[src/rtl/tm_host_sequencer.sv]
// Host-side sequencer for the convolutional Tsetlin-machine core: loads clause and
// weight arrays, runs one image per infer command and returns the class over valid/ready.
module tm_host_sequencer #(
    parameter int CLAUSEN      = 10,
    parameter int CLASSN       = 10,
    parameter int WIDTH        = 32,
    parameter int HEIGHT       = 32,
    parameter int CLAUSE_WIDTH = (35 + HEIGHT + WIDTH) * 2,
    parameter int TIMEOUT      = 65535
) (
    input  logic                        clk,
    input  logic                        rst_n,
    input  logic [8:0]                  cfg_clauses,
    input  logic [$clog2(CLASSN)-1:0]   cfg_classes,
    input  logic                        cmd_load,
    input  logic                        cmd_infer,
    input  logic                        ld_valid,
    input  logic [CLAUSE_WIDTH-1:0]     ld_data,
    output logic                        ld_ready,
    input  logic                        img_valid,
    input  logic                        done,
    input  logic [$clog2(CLASSN)-1:0]   class_op,
    output logic                        wea,
    output logic [$clog2(CLAUSEN)-1:0]  bram_addr_a,
    output logic [CLAUSE_WIDTH-1:0]     clause_write,
    output logic                        wea2,
    output logic [$clog2(CLASSN)-1:0]   bram_addr_a2,
    output logic [9*CLAUSEN-1:0]        weight_write,
    output logic                        img_rst,
    output logic                        done_rmu,
    output logic                        res_valid,
    output logic [$clog2(CLASSN)-1:0]   res_class,
    input  logic                        res_ready,
    output logic                        busy,
    output logic                        model_loaded,
    output logic [1:0]                  err
);

    localparam int AW = $clog2(CLAUSEN);
    localparam int KW = $clog2(CLASSN);
    localparam int WW = 9 * CLAUSEN;

    typedef enum logic [2:0] {
        IDLE      = 3'd0,
        LD_CLAUSE = 3'd1,
        LD_WEIGHT = 3'd2,
        IMG_RST   = 3'd3,
        WAIT_IMG  = 3'd4,
        START     = 3'd5,
        RUN       = 3'd6,
        RESULT    = 3'd7
    } state_t;

    state_t      state_r;
    logic [1:0]  rst_sync_r;
    logic        rst_int_n_s;
    logic [8:0]  idx_r;
    logic [8:0]  nc_r;
    logic [8:0]  nk_r;
    logic [15:0] tm_cnt_r;
    logic [8:0]  nc_clamp_s;
    logic [8:0]  nk_clamp_s;

    // Reset asserts asynchronously but is released on a clock edge
    always_ff @(posedge clk or negedge rst_n) begin
        if (!rst_n) begin
            rst_sync_r <= 2'b00;
        end else begin
            rst_sync_r <= {rst_sync_r[0], 1'b1};
        end
    end

    assign rst_int_n_s = rst_sync_r[1];

    // Clamp requested counts: zero or oversize means the full array
    always_comb begin
        nc_clamp_s = 9'(CLAUSEN);
        nk_clamp_s = 9'(CLASSN);
        if ((cfg_clauses == 9'd0) || (cfg_clauses > 9'(CLAUSEN))) begin
            nc_clamp_s = 9'(CLAUSEN);
        end else begin
            nc_clamp_s = cfg_clauses;
        end
        if ((cfg_classes == KW'(0)) || (9'(cfg_classes) > 9'(CLASSN))) begin
            nk_clamp_s = 9'(CLASSN);
        end else begin
            nk_clamp_s = 9'(cfg_classes);
        end
    end

    // Sequencer FSM; every output is a register driven from here
    always_ff @(posedge clk or negedge rst_int_n_s) begin
        if (!rst_int_n_s) begin
            state_r      <= IDLE;
            idx_r        <= 9'd0;
            nc_r         <= 9'd0;
            nk_r         <= 9'd0;
            tm_cnt_r     <= 16'd0;
            ld_ready     <= 1'b0;
            wea          <= 1'b0;
            bram_addr_a  <= AW'(0);
            clause_write <= CLAUSE_WIDTH'(0);
            wea2         <= 1'b0;
            bram_addr_a2 <= KW'(0);
            weight_write <= WW'(0);
            img_rst      <= 1'b0;
            done_rmu     <= 1'b0;
            res_valid    <= 1'b0;
            res_class    <= KW'(0);
            busy         <= 1'b0;
            model_loaded <= 1'b0;
            err          <= 2'b00;
        end else begin
            wea      <= 1'b0;
            wea2     <= 1'b0;
            img_rst  <= 1'b0;
            done_rmu <= 1'b0;
            case (state_r)
                IDLE: begin
                    if (cmd_load) begin
                        state_r      <= LD_CLAUSE;
                        busy         <= 1'b1;
                        ld_ready     <= 1'b1;
                        model_loaded <= 1'b0;
                        err          <= 2'b00;
                        idx_r        <= 9'd0;
                        nc_r         <= nc_clamp_s;
                        nk_r         <= nk_clamp_s;
                    end else if (cmd_infer && model_loaded) begin
                        state_r <= IMG_RST;
                        busy    <= 1'b1;
                        img_rst <= 1'b1;
                        err     <= 2'b00;
                    end else if (cmd_infer) begin
                        err[1] <= 1'b1;
                    end else begin
                        busy <= 1'b0;
                    end
                end
                LD_CLAUSE: begin
                    if (ld_valid && ld_ready) begin
                        wea          <= 1'b1;
                        bram_addr_a  <= idx_r[AW-1:0];
                        clause_write <= ld_data;
                        if (idx_r == nc_r - 9'd1) begin
                            idx_r   <= 9'd0;
                            state_r <= LD_WEIGHT;
                        end else begin
                            idx_r <= idx_r + 9'd1;
                        end
                    end
                end
                LD_WEIGHT: begin
                    if (ld_valid && ld_ready) begin
                        wea2         <= 1'b1;
                        bram_addr_a2 <= idx_r[KW-1:0];
                        weight_write <= ld_data[WW-1:0];
                        if (idx_r == nk_r - 9'd1) begin
                            idx_r        <= 9'd0;
                            state_r      <= IDLE;
                            busy         <= 1'b0;
                            ld_ready     <= 1'b0;
                            model_loaded <= 1'b1;
                        end else begin
                            idx_r <= idx_r + 9'd1;
                        end
                    end
                end
                IMG_RST: begin
                    state_r <= WAIT_IMG;
                end
                WAIT_IMG: begin
                    if (img_valid) begin
                        state_r  <= START;
                        done_rmu <= 1'b1;
                    end
                end
                // done is not looked at here: the core was just reset by img_rst
                START: begin
                    tm_cnt_r <= 16'd0;
                    state_r  <= RUN;
                end
                RUN: begin
                    if (done) begin
                        res_class <= class_op;
                        res_valid <= 1'b1;
                        state_r   <= RESULT;
                    end else if (tm_cnt_r == 16'(TIMEOUT - 1)) begin
                        err[0]  <= 1'b1;
                        state_r <= IDLE;
                        busy    <= 1'b0;
                    end else begin
                        tm_cnt_r <= tm_cnt_r + 16'd1;
                    end
                end
                RESULT: begin
                    if (res_ready) begin
                        res_valid <= 1'b0;
                        state_r   <= IDLE;
                        busy      <= 1'b0;
                    end
                end
                default: begin
                    state_r  <= IDLE;
                    busy     <= 1'b0;
                    ld_ready <= 1'b0;
                end
            endcase
        end
    end

endmodule
[config.mk]
export PLATFORM = sky130hd
export DESIGN_NAME = tm_host_sequencer
export DESIGN_NICKNAME = d
export VERILOG_FILES = /design/src/rtl/tm_host_sequencer.sv
export SDC_FILE = /design/constraint.sdc
export NUM_CORES = 1
export LEC_CHECK = 0
export BUFFER_PORTS_ARGS = -buffer_cell sky130_fd_sc_hd__clkbuf_2
export CORE_AREA = 3 3 204 206
export DETAILED_ROUTE_END_ITERATION = 6
export DIE_AREA = 0 0 207 209
export GPL_TIMING_DRIVEN = 0
export SLEW_MARGIN = 10
export SYNTH_ARGS = -nofsm -noshare
export SYNTH_HDL_FRONTEND = slang
export SYNTH_SLANG_ARGS = --single-unit
[constraint.sdc]
create_clock -name clk -period 11.51 [get_ports clk]
set_clock_uncertainty 0.2 [all_clocks]
set_input_delay 0.5755 -clock clk [delete_from_list [all_inputs] [get_ports clk]]
set_output_delay 0.5755 -clock clk [all_outputs]
set_load 0.01 [all_outputs]
==> results of run 1 <==
per-stage QoR:
stage	power [uW]	cell area [um^2]	util (%)
4_1_cts	5360	19300	48.3
5_1_grt	5620	19300	48.3
6_report	5280	19300	48.3
3_3_place_gp	3960	17500	44.0
3_5_place_dp	4010	17700	44.4
2_1_floorplan	3090	14200	-
registers in the layout, indices dropped and copies added, names as in the netlist:
register,cells
bram_addr_a,4
bram_addr_a2,4
busy,1
clause_write,198
done_rmu,1
err,2
idx_r,9
img_rst,1
ld_ready,1
model_loaded,1
nc_r,9
nk_r,4
res_class,4
res_valid,1
rst_sync_r,2
state_r,3
tm_cnt_r,16
wea,1
wea2,1
weight_write,90
area by class of cell:
cell class | count | share of cell area, %
antenna | 1 | 0.0130
buffer | 60 | 1.49
clock buffer | 59 | 6.15
clock inverter | 13 | 0.916
inverter | 13 | 0.253
multi-input combinational | 741 | 26.1
sequential | 353 | 45.9
tap | 525 | 3.41
timing repair buffer | 558 | 15.8
worst max-delay path by stage:
stage	endpoint	slack [ns]	cells after the start
global route	clause_write[83]	8.12	8
finish	clause_write[86]	8.41	8
detailed placement	clause_write[83]	8.31	8
CTS	clause_write[83]	8.28	8
global placement	clause_write[184]	-3.38	0
floorplan	bram_addr_a2[0]	0.74	0
cell usage after synthesis, drive strengths merged (4+ instances only):
| cell | count | area share, % |
|---|---|---|
| dfrtp | 353 | 62 |
| nand2 | 300 | 7.9 |
| mux2 | 211 | 17 |
| buf | 38 | 1.4 |
| nor2 | 33 | 0.93 |
| o21ai | 26 | 0.92 |
| clkbuf | 22 | 0.58 |
| a21oi | 17 | 0.60 |
| xor2 | 17 | 1.0 |
| nor3 | 16 | 0.56 |
| inv | 13 | 0.34 |
| xnor2 | 11 | 0.68 |
| nand3 | 10 | 0.35 |
| nand4 | 9 | 0.40 |
| or3 | 8 | 0.39 |
| and2 | 6 | 0.26 |
| ha | 6 | 0.53 |
| a22o | 4 | 0.25 |
| and3 | 4 | 0.19 |
| and4 | 4 | 0.26 |
critical path, stage by stage (launching register included):
cell and delay, ns:
dfrtp_1 0.31, buf_2 0.17, inv_1 0.09, nor2_1 0.21, or2b_2 0.36, nor2_1 0.42
buf_2 0.46, buf_2 0.38, mux2_2 0.38
layout by cell type, fill, tap and decap left out, drive strengths merged, types with 4 or more instances in the layout:
| cell type | n |
|---|---|
| and2 | 6 |
| clkinv | 7 |
| mux2 | 211 |
| dfrtp | 353 |
| a22o | 4 |
| nand2 | 300 |
| nand4 | 9 |
| nor3 | 16 |
| nor2 | 33 |
| a21oi | 17 |
| ha | 6 |
| or3 | 8 |
| dlygate4sd3 | 21 |
| clkbuf | 612 |
| bufinv | 4 |
| nand3 | 10 |
| xnor2 | 11 |
| xor2 | 17 |
| and3 | 4 |
| o21ai | 26 |
| inv | 15 |
| buf | 44 |
| and4 | 4 |
what timing repair did:
item	in CTS	in global routing
hold buffers	21	0
endpoints found under the setup margin	0	0
setup buffers	0	0
hold endpoints to repair	22	0
cells by family (layout without fill, tap and decap cells):
logic type,after synthesis,after routing,share of synthesized area (%)
other,1,2,0.0264
adder cells (fa/ha/maj),6,6,0.529
AO/OA/AOI/OAI,75,75,3.38
XOR/XNOR,29,29,1.89
AND/OR/NAND/NOR,417,417,12.7
buffers and inverters,73,703,2.36
flip-flops,353,353,62.2
multiplexers,213,213,16.9
power by group:
group          leakage [uW]  switching [uW]  internal [uW]
registers           0.00439             309           1780
clock network      0.000674             509            803
logic               0.00485            1030            859
routing by layer:
layer	track usage [%]	up-vias	part of all wire [%]
met2	33.8	375	49
met5	0	-	0
met3	5.64	80	7.1
met4	7.63	0	3.3
li1	-	5137	-
met1	24.4	5385	41
==> results.yml, run 1 <==
cells_and_area:
  syn_to_final_growth_pct: 35.6
  multiInputGateArea_mm2: 0.00503
  drive_gt1_share_pct: 47.6
  fin_cells: 2323
  nFillCells: 3733
  ff_latch_area_mm2: 0.00884
  fin_nets: 1996
power_and_ir_drop:
  peakVddDrop_uv: 167
  power.density_mw_per_mm2: 274
  power_leakage_uw: 0.00991
clock_tree:
  clkLatencyLatePin_ns: 0.54
  cts_made_buffers: 40
  cts-root-buf: "clkbuf_16"
  ctsResizeCount: 0
  clk_pin_slew_worst_paths_ns: 0.06
  cts_tree: "built"
  cts_sinks: 353
  htree_levels: 2
  clockBufferDepth: 3
synth:
  ys_seq_area_share_pct: 62.2
  syn-mean-instance-area_um2: 12.2
  synth_edf_count: 0
  yosysWarnings: 0
  synth_cells: 1167
  synth.net_count: 1396
  syn_area_mm2: 0.0142
  ys_async_sr_fraction_pct: 100
  synth_seq_cells: 353
  synthFlopType: "dfrtp_1"
  synth_cell_types: 66
worst_setup_path:
  crit_required_ns: 11.73
  critPathLaunchType: "flop"
  startpoint: "state_r[0]"
  cp_max_fo: 11
  critPathArrivalTime_ns: 3.33
  r2r_slack_ns: 8.41
  worstSetupPathType: "reg -> reg"
  cp-end-kind: "flop"
  r2r_start: "state_r[0]"
  reg2reg_to: "clause_write[86]"
  ff2ff_path_depth: 8
grt:
  antenna_found_initial: 0
  grt_pass1_vias: 11500
  grt-ovfl-total: 0
  track_usage_pct: 20.0
  grt_pass1_wl_um: 67900
  grt_max_degree: 63
routing:
  ant_nets: 0
  drt_first_iter_violations: 532
  drt_wl_total_um: 44100
  drc_errors: 0
  num_vias: 11000
  detail_route.wl_per_cell_um: 19.0
  viasPerCell: 4.73
  dr.pass1.iters: 4
min_path:
  worstHoldStart: "ld_data[25]"
  whs_endpoint: "weight_write[25]"
  hold_class: "in -> reg"
  worstHoldPathCells: 3
sta:
  finalHoldViolations: 0
  tightest_slew_ns: 0.946
  drv_slew: 0
  fmax_mhz: 322
  post-route-period-util_pct: 27.0
  tns_ns: 0
  rsz0062_at_grt: "false"
  fin_crit_ns: 3.10
  slew_headroom_pct: 36.9
  holdWs_ns: 0.0390
  finalSetupViolations: 0
  layout_setup_ws_ns: 8.41
floorplan:
  die_w_um: 207
  die_area_mm2: 0.0433
  start_util_pct: 35.7
  coreArea_mm2: 0.0398
  die_y_um: 209
  row_count: 73
  io_pins: 533
flow_run:
  maxCapViolCount: 0
placement:
  post-place-ws_ns: 8.31
  dpl.hpwl_um: 33900
  numPortBuffers: 531
  place_congestion: 0.823
  dpl.cell_count: 2229
status:
  status: "finished clean"
Note: power is estimated with default switching activity, not from simulation.
==> inputs of run 2 (changes only) <==
--- a/config.mk
+++ b/config.mk
@@ -6,9 +6,9 @@
 export NUM_CORES = 1
 export LEC_CHECK = 0
 export BUFFER_PORTS_ARGS = -buffer_cell sky130_fd_sc_hd__clkbuf_2
-export CORE_AREA = 3 3 204 206
+export CORE_AREA = 3 3 208 210
 export DETAILED_ROUTE_END_ITERATION = 6
-export DIE_AREA = 0 0 207 209
+export DIE_AREA = 0 0 211 213
 export GPL_TIMING_DRIVEN = 0
 export SLEW_MARGIN = 10
 export SYNTH_ARGS = -nofsm -noshare
==> constraint.sdc (replaced) <==
create_clock -name clk -period 2.93 [get_ports clk]
set_clock_uncertainty 0.2 [all_clocks]
set_input_delay 0.1465 -clock clk [delete_from_list [all_inputs] [get_ports clk]]
set_output_delay 0.1465 -clock clk [all_outputs]
set_load 0.01 [all_outputs]
==> run 2 against run 1 <==
First-iteration DRC count increased by 13%. Cell count increased by 9.3%. Combinational power increased to 4.1 times the previous value. Fmax increased by 11%. Design area increased by 11%. Non-clock buffer count increased by 207. Flip-flop and latch count unchanged. Core utilization increased by 2.7 points. Sequential share of layout area decreased by 4.4 points. Critical path depth increased by 2. Count of clock-buffer cells in the layout increased by 3. Die area increased by 3.9%. Highest routed layer unchanged.
==> results.yml, run 2 (synthesis results as in run 1) <==
status:
  status: "finished clean"
sta:
  fin_crit_ns: 2.81
  finalSetupViolations: 0
  post-route-period-util_pct: 95.9
  rsz0062_at_grt: "false"
  slew_headroom_pct: 40.5
  drv_slew: 0
  tightest_slew_ns: 0.891
  tns_ns: 0
  finalHoldViolations: 0
  fmax_mhz: 356
clock_tree:
  htree_levels: 2
  cts_tree: "built"
  clockBufferDepth: 3
  cts_made_buffers: 40
  clk_pin_slew_worst_paths_ns: 0.06
  post_cts_buffers: 0
  cts_sinks: 353
  clkLatencyLatePin_ns: 0.53
  cts-root-buf: "clkbuf_16"
worst_setup_path:
  cp.buffers_inverters: 2
  reg2reg_to: "idx_r[0]"
  r2r_start: "nc_r[0]"
  crit_path_max_incr_delay_ns: 0.35
  critPathLaunchType: "flop"
  cp-end-kind: "flop"
  cp_max_fo: 9
  crit_required_ns: 3.15
  r2r_slack_ns: 0.12
  crit_cells: 10
  path_cells: "buf_4 -> inv_1 -> ha_1 -> and2b_1 -> or3_1 -> a311oi_2 -> o211a_1 -> a31o_4 -> nor2_4 -> mux2_2"
  critPathArrivalTime_ns: 3.03
  critPathTopFamily: "compound AO/OA/AOI/OAI gates"
  slowest_stage: "or3_1"
  ff2ff_path_depth: 10
  worstSetupPathType: "reg -> reg"
placement:
  place_congestion: 0.785
  dpl.hpwl_um: 32600
  place_area_mm2: 0.0177
  numPortBuffers: 531
  dpl.cell_count: 2244
routing:
  num_vias: 11800
  dr.pass1.iters: 6
  viasPerCell: 4.64
  drc_errors: 0
  ant_nets: 0
  drt_first_iter_violations: 600
  detail_route.wl_per_cell_um: 17.9
  drt_wl_total_um: 45400
cells_and_area:
  drive_gt1_share_pct: 42.9
  regMostFlops: "clause_write"
  largest_reg_flops: 198
  antenna_cells: 0
  top_regs: "clause_write x198, weight_write x90, tm_cnt_r x16"
  mostFrequentLayoutCells: "clkbuf_2 (532), dfrtp_1 (352), nand2_1 (300)"
  fin_cells: 2538
  layout_commonest_cell: "clkbuf_2"
  syn_to_final_growth_pct: 50.1
  fin_nets: 2203
  postLayoutCellArea_mm2: 0.0213
power_and_ir_drop:
  power_leakage_uw: 0.0107
  internal_power_uw: 13500
  power.density_mw_per_mm2: 975
  switching_share_pct: 35.0
  clock_power_share_pct: 23.5
  power.switching_uw: 7260
  sequentialPowerShare_pct: 39.5
  p_comb_share_pct: 37.0
  peakVddDrop_uv: 718
grt:
  track_usage_pct: 19.3
  antenna_found_initial: 0
  grt-ovfl-total: 0
  grt_max_degree: 65
  grt_pass1_wl_um: 68700
  grt_pass1_vias: 12400
floorplan:
  die_area_mm2: 0.0449
  start_util_pct: 34.0
  die_y_um: 213
  io_pins: 533
  row_count: 75
  coreArea_mm2: 0.0418
  die_w_um: 211
flow_run:
  maxCapViolCount: 0
min_path:
  hold_class: "reg -> async"
[run 2: per-layer routing]
metal	GRT usage, %	share of wire (%)
met4	6.88	3.0
met2	33.6	50
met1	23.5	41
met3	4.85	6.7
met5	0	0
[run 2: worst max-delay path by stage]
stage	end	slack, ns	start
global placement	clause_write[15]	-2.08	rst_sync_r[1]
floorplan	bram_addr_a2[0]	-0.76	rst_sync_r[1]
finish	idx_r[0]	0.12	nc_r[0]
global route	idx_r[0]	0.01	nc_r[1]
detailed placement	clause_write[60]	-0.19	state_r[0]
CTS	clause_write[145]	0.01	state_r[0]
[run 2: stage by stage]
step                      setup WS [ns]  power, uW  hold WS [ns]  util [%]
after floorplan                  -0.756      12100        -0.349         -
after global placement            -2.08      15400        -0.266      42.0
after detailed placement         -0.192      15700        -0.265      42.4
after CTS                        0.0129      20900        0.0572      50.9
after global routing             0.0130      22100        0.0678      51.0
final                             0.121      20800        0.0448      51.0
[run 2: worst register-to-register path, cell delays in order, from the launching register on]
cell	delay (ns)
dfrtp_1	0.32
buf_4	0.14
inv_1	0.06
ha_1	0.30
and2b_1	0.19
or3_1	0.35
a311oi_2	0.30
o211a_1	0.28
a31o_4	0.25
nor2_4	0.06
mux2_2	0.25
[run 2: layout make-up]
type | instances | area, um^2
sequential | 353 | 8840
tap | 539 | 674
buffer | 60 | 293
fill | 3629 | 20500
clock inverter | 5 | 50.0
multi-input combinational | 741 | 5070
timing repair buffer | 765 | 5110
inverter | 13 | 48.8
clock buffer | 62 | 1220
[run 2: power by group through the flow]
stage / Combinational, uW / Clock [uW] / Sequential [uW]
4_1_cts: 7710 / 5030 / 8190
2_1_floorplan: 3030 / 0 / 9110
6_report: 7690 / 4870 / 8210
3_3_place_gp: 7210 / 0 / 8230
5_1_grt: 8400 / 5220 / 8470
3_5_place_dp: 7430 / 0 / 8240
[run 2: timing repair]
item	CTS	global route
setup endpoints to repair	169	189
gates cloned	0	0
endpoints found under the hold margin	316	0
pin swaps	0	1
gates resized for setup	2	10
hold buffers	227	0
==> inputs of run 3 (changes only) <==
--- a/config.mk
+++ b/config.mk
@@ -10,6 +10,7 @@
 export DETAILED_ROUTE_END_ITERATION = 6
 export DIE_AREA = 0 0 211 213
 export GPL_TIMING_DRIVEN = 0
+export REMOVE_ABC_BUFFERS = 1
 export SLEW_MARGIN = 10
 export SYNTH_ARGS = -nofsm -noshare
 export SYNTH_HDL_FRONTEND = slang
==> run 3 against run 2 <==
Clock power increased by 6.0%. Global-route usage decreased by 0.91 points. Sequential power increased by 1%. Critical path depth decreased by 1. Total power increased by 1.1%. Sequential share of layout area decreased by 0.10 points. Via count decreased by 0.64%. Wire length decreased by 4.8%. Cell count decreased by 1.3%. Register-to-register slack improved by 0.02 ns. Hold slack got worse by 0.0089 ns. Critical path type unchanged. Largest cell class unchanged.
==> results.yml, run 3 (synthesis results as in run 1) <==
cells_and_area:
  regMostFlops: "clause_write"
  drive_gt1_share_pct: 43.2
  syn_to_final_growth_pct: 50.5
  mostFrequentLayoutCells: "clkbuf_2 (532), dfrtp_1 (350), nand2_1 (300)"
  nFillCells: 3618
  largest_reg_flops: 198
  fin_nets: 2163
  layout_commonest_cell: "clkbuf_2"
  top_regs: "clause_write x198, weight_write x90, tm_cnt_r x16"
  antenna_cells: 0
power_and_ir_drop:
  power_leakage_uw: 0.0107
  p_comb_share_pct: 35.9
  sequentialPowerShare_pct: 39.5
  clock_power_share_pct: 24.6
  power.density_mw_per_mm2: 983
  switching_share_pct: 34.6
  power.switching_uw: 7270
  peakVddDrop_uv: 646
  power.total_uw: 21000
  internal_power_uw: 13700
routing:
  num_vias: 11700
  drt_wl_total_um: 43200
  dr.pass1.iters: 6
  detail_route.wl_per_cell_um: 17.3
  drc_errors: 0
  ant_nets: 0
  drt_first_iter_violations: 704
  viasPerCell: 4.68
worst_setup_path:
  r2r_start: "nk_r[2]"
  critPathArrivalTime_ns: 3.01
  cp_max_fo: 5
  crit_required_ns: 3.15
  worstSetupPathType: "reg -> reg"
  cp-end-kind: "flop"
  r2r_slack_ns: 0.14
  reg2reg_to: "busy"
  critPathLaunchType: "flop"
  ff2ff_path_depth: 9
  endpoint: "busy"
  startpoint: "nk_r[2]"
floorplan:
  io_pins: 533
  die_y_um: 213
  die_w_um: 211
  start_util_pct: 34.0
  row_count: 75
  coreArea_mm2: 0.0418
  die_area_mm2: 0.0449
grt:
  track_usage_pct: 18.4
  antenna_found_initial: 1
  grt_pass1_wl_um: 66200
  grt_max_degree: 71
  grt-ovfl-total: 0
  grt_pass1_vias: 11900
sta:
  slew_headroom_pct: 35.8
  fmax_mhz: 359
  fin_crit_ns: 2.79
  drv_slew: 0
  finalSetupViolations: 0
  post-route-period-util_pct: 95.2
  layout_setup_ws_ns: 0.141
  rsz0062_at_grt: "false"
  tightest_slew_ns: 0.961
  finalHoldViolations: 0
placement:
  dpl.hpwl_um: 30300
  post-place-ws_ns: -0.561
  numPortBuffers: 532
  place_congestion: 0.780
min_path:
  hold_class: "reg -> async"
clock_tree:
  cts_sinks: 353
  cts_tree: "built"
  clkLatencyLatePin_ns: 0.54
  clockBufferDepth: 3
  clk_pin_slew_worst_paths_ns: 0.06
  cts-root-buf: "clkbuf_16"
  cts_made_buffers: 40
  htree_levels: 2
flow_run:
  maxCapViolCount: 0
status:
  status: "finished clean"
==> run 3: cell count changes in the layout (fill, tap and decap cells not counted), moves of 3 or more <==
cell and delta:
buf_1 -6, buf_12 +4, buf_16 +3, buf_2 -26, buf_4 +4, clkbuf_1 -19
clkinv_2 -3
==> run 3: layer usage <==
metal / wire (um) / global-route usage, % / vias up
li1: - / - / 5488
met3: 2840 / 4.53 / 97
met4: 1480 / 6.91 / 2
met2: 21200 / 31.1 / 419
met5: 7 / 0 / -
met1: 17700 / 23.0 / 5708
==> run 3: layout make-up <==
| cell class | count | area, um^2 | area share (%) |
|---|---|---|---|
| sequential | 353 | 8840 | 41.4 |
| timing repair buffer | 784 | 5380 | 25.2 |
| multi-input combinational | 742 | 5050 | 23.6 |
| clock buffer | 64 | 1230 | 5.77 |
| tap | 539 | 674 | 3.16 |
| clock inverter | 9 | 138 | 0.644 |
| inverter | 13 | 51.3 | 0.240 |
==> run 3: critical path, cell delays in order, from the launching register on <==
cell       delay, ns
dfrtp_1         0.43
nor3_1          0.21
ha_1            0.26
xor2_1          0.14
nand4_1         0.11
nor4_1          0.51
or2_2           0.24
nand2_1         0.11
a2111oi_0       0.32
o21ai_0         0.13
==> run 3: what timing repair did <==
| item | 4_1_cts | 5_1_grt |
|---|---|---|
| resized for setup | 0 | 2 |
| setup endpoints to repair | 180 | 136 |
| buffers inserted | 2 | 3 |
| hold buffers | 225 | 1 |
| hold endpoints to repair | 316 | 1 |
| cloned | 1 | 0 |
| pin swaps | 1 | 1 |
==> run 3: worst min-delay path by stage <==
stage	start	endpoint	cells after the start
6_report	rst_sync_r[1]	clause_write[191]	0
5_1_grt	rst_sync_r[1]	clause_write[193]	0
4_1_cts	rst_sync_r[1]	clause_write[193]	0
3_5_place_dp	rst_n	rst_sync_r[0]	1
3_3_place_gp	rst_n	rst_sync_r[0]	1
2_1_floorplan	rst_n	rst_sync_r[0]	0
==> run 3: power groups by stage <==
stage               combinational, uW  clock [uW]  sequential, uW
detailed placement               7290           0            8340
floorplan                        3020           0            9200
finish                           7540        5160            8300
global placement                 7290           0            8340
CTS                              7600        5300            8280
global route                     8190        5500            8580
==> run 3: through the flow <==
stage,util (%),setup TNS [ns],instances,hold slack (ns),area [um^2]
final,51.2,0,2504,0.0359,21400
after global routing,51.2,0,2504,0.0629,21400
after CTS,51.1,0,2500,0.0469,21300
after floorplan,-,-4544.64,1107,-0.349,13900
after global placement,41.3,-7338.01,2178,-0.265,17200
after detailed placement,42.4,-50.38,2199,-0.266,17700
